<file path="config.mk">
export PLATFORM = sky130hd
export DESIGN_NAME = ram_bridge
export DESIGN_NICKNAME = d
export VERILOG_FILES = /design/src/rtl/ram_bridge.sv
export SDC_FILE = /design/constraint.sdc
export NUM_CORES = 1
export LEC_CHECK = 0
export BUFFER_PORTS_ARGS = -buffer_cell sky130_fd_sc_hd__buf_2
export CAP_MARGIN = 20
export CELL_PAD_IN_SITES_DETAIL_PLACEMENT = 0
export CELL_PAD_IN_SITES_GLOBAL_PLACEMENT = 1
export CORE_MARGIN = 5
export CORE_UTILIZATION = 39
export DETAILED_ROUTE_END_ITERATION = 16
export PLACE_DENSITY = 0.86
export SLEW_MARGIN = 40
export SYNTH_ARGS = -nofsm -noshare
export SYNTH_HDL_FRONTEND = slang
export SYNTH_SLANG_ARGS = --single-unit
</file>
<file path="constraint.sdc">
create_clock -name CLK -period 1.9 [get_ports CLK]
set_input_delay 0.57 -clock CLK [delete_from_list [all_inputs] [get_ports CLK]]
set_output_delay 0.57 -clock CLK [all_outputs]
set_load 0.05 [all_outputs]
</file>
<file path="src/rtl/ram_bridge.sv">
// Bridges the CPU 32-bit RAM port onto a 16-bit req/ack memory port, one beat per active half.
// Optional beat timeout/abort with sticky ERR is enabled by defining RAM_BRIDGE_TIMEOUT_EN.
module ram_bridge #(
  parameter int unsigned TIMEOUT_CYCLES = 32'd1023
) (
  input  logic        CLK,
  input  logic        RESn,
  input  logic        CE,
  input  logic        BCYSTn,
  input  logic [20:0] RAM_A,
  input  logic [31:0] RAM_DI,
  output logic [31:0] RAM_DO,
  input  logic        RAM_CEn,
  input  logic        RAM_WEn,
  input  logic [3:0]  RAM_BEn,
  output logic        RAM_READYn,
  output logic        MEM_REQ,
  input  logic        MEM_ACK,
  output logic        MEM_WE,
  output logic [19:0] MEM_A,
  output logic [15:0] MEM_DO,
  output logic [1:0]  MEM_BE,
  input  logic [15:0] MEM_DI,
  output logic        ERR
);

  typedef enum logic [1:0] {
    IDLE = 2'd0,
    LO   = 2'd1,
    HI   = 2'd2,
    DONE = 2'd3
  } state_t;

  state_t      state_q;
  logic [18:0] addr_q;
  logic [31:0] di_q;
  logic [3:0]  be_q;
  logic        we_q;
  logic [31:0] ram_do_q;
  logic        readyn_q;
  logic        req_q;
  logic        mem_we_q;
  logic [19:0] mem_a_q;
  logic [15:0] mem_do_q;
  logic [1:0]  mem_be_q;
  logic [3:0]  be_d;
  logic        unused_s;

  assign be_d = ~RAM_BEn;

`ifdef RAM_BRIDGE_TIMEOUT_EN
  localparam int CNT_W = $clog2(TIMEOUT_CYCLES + 32'd1);
  logic [CNT_W-1:0] cnt_q;
  logic             err_q;
  logic             tmo_s;

  // A beat has waited its full budget when the counter hits the last allowed cycle
  assign tmo_s    = (cnt_q == CNT_W'(TIMEOUT_CYCLES - 32'd1));
  assign ERR      = err_q;
  assign unused_s = ^RAM_A[1:0];
`else
  assign ERR      = 1'b0;
  assign unused_s = ^{RAM_A[1:0], TIMEOUT_CYCLES[0]};
`endif

  // Access sequencer: latches the CPU request, issues the beats and handshakes READYn
  always_ff @(posedge CLK or negedge RESn) begin
    if (!RESn) begin
      state_q  <= IDLE;
      addr_q   <= 19'd0;
      di_q     <= 32'd0;
      be_q     <= 4'd0;
      we_q     <= 1'b0;
      ram_do_q <= 32'd0;
      readyn_q <= 1'b1;
      req_q    <= 1'b0;
      mem_we_q <= 1'b0;
      mem_a_q  <= 20'd0;
      mem_do_q <= 16'd0;
      mem_be_q <= 2'd0;
`ifdef RAM_BRIDGE_TIMEOUT_EN
      cnt_q    <= '0;
      err_q    <= 1'b0;
`endif
    end else begin
      case (state_q)
        IDLE: begin
          if (CE && !BCYSTn && !RAM_CEn) begin
            addr_q   <= RAM_A[20:2];
            di_q     <= RAM_DI;
            be_q     <= be_d;
            we_q     <= ~RAM_WEn;
            mem_we_q <= ~RAM_WEn;
            ram_do_q <= 32'd0;
`ifdef RAM_BRIDGE_TIMEOUT_EN
            cnt_q    <= '0;
`endif
            if (be_d[1:0] != 2'b00) begin
              state_q  <= LO;
              req_q    <= 1'b1;
              mem_a_q  <= {RAM_A[20:2], 1'b0};
              mem_be_q <= be_d[1:0];
              mem_do_q <= RAM_DI[15:0];
            end else if (be_d[3:2] != 2'b00) begin
              state_q  <= HI;
              req_q    <= 1'b1;
              mem_a_q  <= {RAM_A[20:2], 1'b1};
              mem_be_q <= be_d[3:2];
              mem_do_q <= RAM_DI[31:16];
            end else begin
              state_q  <= DONE;
              readyn_q <= 1'b0;
            end
          end
        end
        LO: begin
          if (req_q && MEM_ACK) begin
            req_q <= 1'b0;
            if (!we_q) begin
              ram_do_q[15:0] <= MEM_DI;
            end
            // The high beat is staged now but its request waits one cycle in HI
            if (be_q[3:2] != 2'b00) begin
              state_q  <= HI;
              mem_a_q  <= {addr_q, 1'b1};
              mem_be_q <= be_q[3:2];
              mem_do_q <= di_q[31:16];
            end else begin
              state_q  <= DONE;
              readyn_q <= 1'b0;
            end
`ifdef RAM_BRIDGE_TIMEOUT_EN
          end else if (req_q) begin
            if (tmo_s) begin
              req_q          <= 1'b0;
              ram_do_q[15:0] <= 16'hFFFF;
              err_q          <= 1'b1;
              state_q        <= DONE;
              readyn_q       <= 1'b0;
            end else begin
              cnt_q <= cnt_q + CNT_W'(1);
            end
`endif
          end
        end
        HI: begin
          if (!req_q) begin
            req_q <= 1'b1;
`ifdef RAM_BRIDGE_TIMEOUT_EN
            cnt_q <= '0;
`endif
          end else if (MEM_ACK) begin
            req_q    <= 1'b0;
            state_q  <= DONE;
            readyn_q <= 1'b0;
            if (!we_q) begin
              ram_do_q[31:16] <= MEM_DI;
            end
`ifdef RAM_BRIDGE_TIMEOUT_EN
          end else if (tmo_s) begin
            req_q           <= 1'b0;
            ram_do_q[31:16] <= 16'hFFFF;
            err_q           <= 1'b1;
            state_q         <= DONE;
            readyn_q        <= 1'b0;
          end else begin
            cnt_q <= cnt_q + CNT_W'(1);
`endif
          end
        end
        DONE: begin
          // A deselected chip releases the handshake without waiting for the CPU sample
          if (RAM_CEn || CE) begin
            state_q  <= IDLE;
            readyn_q <= 1'b1;
          end
        end
        default: begin
          state_q  <= IDLE;
          req_q    <= 1'b0;
          readyn_q <= 1'b1;
        end
      endcase
    end
  end

  assign RAM_DO     = ram_do_q;
  assign RAM_READYn = readyn_q;
  assign MEM_REQ    = req_q;
  assign MEM_WE     = mem_we_q;
  assign MEM_A      = mem_a_q;
  assign MEM_DO     = mem_do_q;
  assign MEM_BE     = mem_be_q;

endmodule

</file>
Word-level counts from Yosys, hierarchy flattened
Cells that the tools add are included.
Widths: inputs -> output; s select.
Operators by class
  equal/unequal tests: 15
  mux-type cells: 50
  bitwise gates (word level): 2
  reduce and logical (&&, ||, !) cells: 20
Operator list (number)
  $mux 16: 9
  $mux 20: 5
  $pmux 16 s2: 3
  $pmux 20 s2: 1
  $mux 32: 1
  $mux 2: 11
  $ne 2x2->1 const B: 11
  $mux 1: 16
  $reduce_and 5->1: 3
  $reduce_bool 2->1: 5
  $pmux 2 s4: 1
  $reduce_and 4->1: 2
  $reduce_and 8->1: 1
  $eq 2x2->1 const B: 2
  $not 4->4: 1
  $pmux 1 s4: 1
  $pmux 2 s2: 1
  $logic_and 1x1->1: 3
  $ne 3x3->1 const B: 1
  $pmux 1 s3: 1
  $reduce_bool 3->1: 1
  $eq 2x1->1 const B: 1
  $logic_not 1->1: 2
  $logic_not 2->1: 1
  other kinds (3): 3
Word-level totals
  flip-flop bits (word level): 130
  input bits: 80
  output and inout port bits: 74
  logic and storage cells: 99

Depth between registers and ports, before layout
  word-level depth: 6
  depth in mapped cells: 8
  mapped depth without buffers: 6

Least setup slack after synthesis
Ideal clock, no wire load.
  path type: input to register
  start: input RAM_BEn[1]
  end: register mem_do_q[10] (netlist: MEM_DO[10])
  library setup time: 0.125 ns
  arrival: 1.697 ns
  required time: 1.775 ns
  setup slack: 0.078 ns
  cell stages on the path: 7
  path buffers: 3
  cells stage by stage: buf_2 nand4_1 a21o_1 buf_6 nand2_4 buf_6 mux2_4
On the way
  longest elaborated chain between the ends: 5
  elaborated cells between the ends (all ways): 7
  those cells by class: eq/ne: 1; mux: 3; bitwise: 1; reduce/logical: 2
Ends and longest elaborated chain
  start, declared: line 15  | input logic [3:0] RAM_BEn,
  $not 4->4 (*): line 49  | assign be_d = ~RAM_BEn;
  $reduce_bool 2->1 (*): line 98  | if (be_d[1:0] != 2'b00) begin
  $mux 16: line 98
  $mux 16: line 88  | if (CE && !BCYSTn && !RAM_CEn) begin
  $pmux 16 s2: line 86  | case (state_q)
  end signal, assigned: line 103  | mem_do_q <= RAM_DI[15:0];
  end signal, assigned: line 109  | mem_do_q <= RAM_DI[31:16];
  end signal, assigned: line 127  | mem_do_q <= di_q[31:16];
  end, declared: line 44  | logic [15:0] mem_do_q;
Mark *: on every way between the ends. The rest lies on a longest branch, timed or not. The select of a mux whose other input is x is not followed.
A chain may end at the register's enable or synchronous reset.

Worst setup path after layout
  start: register state_q[0]
  end: register mem_do_q[4] (netlist: MEM_DO[4])
On the way
  longest elaborated chain between the ends: 3
  elaborated cells between the ends (all ways): 9
  those cells by class: eq/ne: 5; mux: 1; reduce/logical: 3
Ends and longest elaborated chain
  start, declared: line 34  | state_t state_q;
  start signal, assigned: line 69  | state_q <= IDLE;
  start signal, assigned: line 99  | state_q <= LO;
  start signal, assigned: line 105  | state_q <= HI;
  $eq 2x1->1 or $logic_not 2->1 (tied branches): line 86
  $ne 2x2->1 (no line) (tied with other cells)
  $reduce_and 5->1 (no line)
Parallel ways exist; a longest one is shown, timed or not.

==> results.py <==
metrics = {
    "timing": {
        "slew_viol_final": 0,
        "setup_viol": 0,
        "setup_ws_ns": 0.134,
        "hold_viol": 0,
        "rsz0062_at_grt": "no",
        "setup_tns_ns": 0,
        "clock-skew-final_ns": 0.00611,
        "period_needed_ns": 1.77,
        "clock.fmax_ghz": 0.566,
        "finalCritPeriodShare_pct": 93.0,
    },
    "setup_path": {
        "critical_path_class": "flop to flop",
        "cp_max_fo": 11,
        "end_kind": "flop",
        "cp.required_ns": 2.13,
        "cp.arrival_ns": 1.99,
        "start_kind": "flop",
    },
    "hold_path": {
        "hold_path.class": "input port to asynchronous set/reset pin",
    },
    "drt": {
        "routed_wl_um": 13000,
        "num_vias": 4253,
        "dr.pass1.iters": 4,
        "via_per_inst": 4.94,
        "drc": 0,
        "antenna_left": 0,
        "routed_wire_length_per_instance_um": 15.2,
        "drt-initial-drc-count": 250,
    },
    "global_routing": {
        "grt_pass1_vias": 4435,
        "grt_pass1_wl_um": 21700,
        "grt_max_degree": 46,
        "grt.total_usage_pct": 16.9,
        "overflow": 0,
        "antenna_found_initial": 1,
    },
    "finish": {
        "syn2layout_area_growth_pct": 28.1,
        "diodes": 0,
        "layout-drive-gt1-share_pct": 32.4,
        "finalNonFillerCells": 861,
        "nets": 765,
    },
    "clocking": {
        "cts_tree": "yes",
        "root_buffer": "clkbuf_16",
        "postCtsHoldBufs": 0,
        "cts_buffers": 9,
        "insertion_delay_ns": 0.34,
        "cts_max_path_buffers": 2,
        "cts_sinks": 112,
        "path_clk_slew_ns": 0.07,
        "htree_levels": 3,
    },
    "placed_design": {
        "gp_congestion": 0.793,
        "port_buffers": 150,
        "placed_cells": 845,
        "post-dp-hpwl_um": 9480,
        "dpl_worst_slack_ns": 0.0306,
    },
    "logic_synthesis": {
        "async_flop_share_pct": 100,
        "yosysTopAreaCellShare_pct": 54.0,
        "synth-main-ff-cell": "dfrtp_1",
        "synth_compound_area_share_pct": 11.5,
        "synth-edff-count": 0,
        "yosys.area_share.simple_pct": 16.5,
        "yosysMostFrequentCell": "nand2_1",
        "synthAdderAreaFrac_pct": 1.22,
        "synth_xor_area_share_pct": 0,
        "avgSynthCellArea_um2": 9.65,
        "synth_top_family_by_area": "simple AND/OR/NAND/NOR gates",
        "ys_top_cells_by_count": "nand2_1 (191), dfrtp_1 (111), o21ai_0 (53)",
        "synthTopCellsByArea": "dfrtp_1 (54%), nand2_1 (14%), mux2i_1 (6.8%)",
        "synth_seq_cells": 112,
        "ys.warnings.count": 0,
        "syn_nets": 618,
        "synth_cell_types": 40,
        "netlist.top_cell.by_area": "dfrtp_1",
        "synth_cells": 533,
        "synth.area.mux_share_pct": 12.4,
        "synth.yosys.seq_area_share_pct": 54.5,
        "synth_area_um2": 5140,
    },
    "die": {
        "rows": 42,
        "die_h_um": 125,
        "start_util_pct": 39.3,
        "io_pins": 154,
        "die_area_um2": 15600,
        "die_x_um": 125,
        "core-area_um2": 13100,
    },
    "power_and_ir_drop": {
        "power_uw": 12600,
        "peakVddDrop_v": 0.00107,
        "powerDensity_nw_per_um2": 1910,
        "p_leak_uw": 0.00336,
    },
    "status": {
        "status": "complete, no violations",
    },
    "flow_run": {
        "maxCapViolCount": 0,
    },
}
## timing repair
item | CTS | global route
resized for setup | 0 | 6
endpoints found under the setup margin | 0 | 35
setup buffers | 0 | 0
## state kept, by name, indices dropped and copies added, names as in the netlist, 2 cells and up
register / flops
MEM_A: 20
MEM_BE: 2
MEM_DO: 16
RAM_DO: 32
addr_q: 19
be_q: 2
di_q: 16
state_q: 2
## where the power goes
part | switching [uW] | internal, uW
registers | 578 | 3430
logic | 4560 | 2240
clock network | 832 | 963
total | 5970 | 6640
## critical path: stages (launching register included)
cell and delay (ns):
dfrtp_2 0.44, inv_1 0.12, ha_1 0.19, inv_2 0.08, o22ai_4 0.25, nand2_4 0.10
buf_12 0.16, mux2_1 0.30
## stage by stage
step	util (%)	cell area, um^2	hold slack (ns)
floorplan	-	5140	0.274
global placement	48.0	6290	0.456
detailed placement	48.0	6290	0.462
CTS	50.2	6570	0.164
global route	50.3	6590	0.180
finish	50.3	6590	0.170
## kinds of logic (layout without fill, tap and decap cells)
kind of cell | after synthesis | count (layout)
AND/OR/NAND/NOR | 208 | 208
flip-flops | 112 | 112
AO/OA/AOI/OAI | 107 | 107
multiplexers | 57 | 57
buffers and inverters | 43 | 195
adder cells (fa/ha/maj) | 5 | 5
other | 1 | 1
## cell usage in the layout (no fill, tap or decap), drive strengths merged, types with 12 or more instances in the layout
master / n
nand2: 193
a31oi: 21
buf: 174
o21ai: 54
mux2i: 35
mux2: 22
a21oi: 24
clkbuf: 12
dfrtp: 111
## final timing paths
| path | startpoint | to | slack (ns) | depth (start not counted) |
|---|---|---|---|---|
| max | state_q[0] | MEM_DO[4] | 0.13 | 7 |
| min | RESn | MEM_A[17] | 0.17 | 1 |
| max reg2reg | state_q[0] | MEM_DO[4] | 0.13 | 7 |
| min reg2reg | addr_q[5] | addr_q[5] | 0.47 | 2 |
| max in group asynchronous | RESn | di_q[29] | 1.12 | 2 |
| min in group CLK | RAM_WEn | MEM_WE | 0.42 | 2 |
## per-layer routing
layer | track usage, % | up-vias | part of all wire (%)
met5 | 0 | - | 0.054
met4 | 4.72 | 2 | 0.89
met3 | 4.97 | 9 | 6.8
met2 | 28.0 | 125 | 47
met1 | 21.5 | 2039 | 45
li1 | - | 2078 | -
## cell type report
| cell class | instances | area (um^2) |
|---|---|---|
| Multi-Input combinational cell | 378 | 2170 |
| Sequential cell | 112 | 2810 |
| Tap cell | 176 | 220 |
| Inverter | 5 | 18.8 |
| Clock inverter | 4 | 28.8 |
| Timing Repair Buffer | 174 | 1090 |
| Fill cell | 1224 | 6500 |
| Clock buffer | 12 | 256 |
Power figures use the tool's default switching activity.
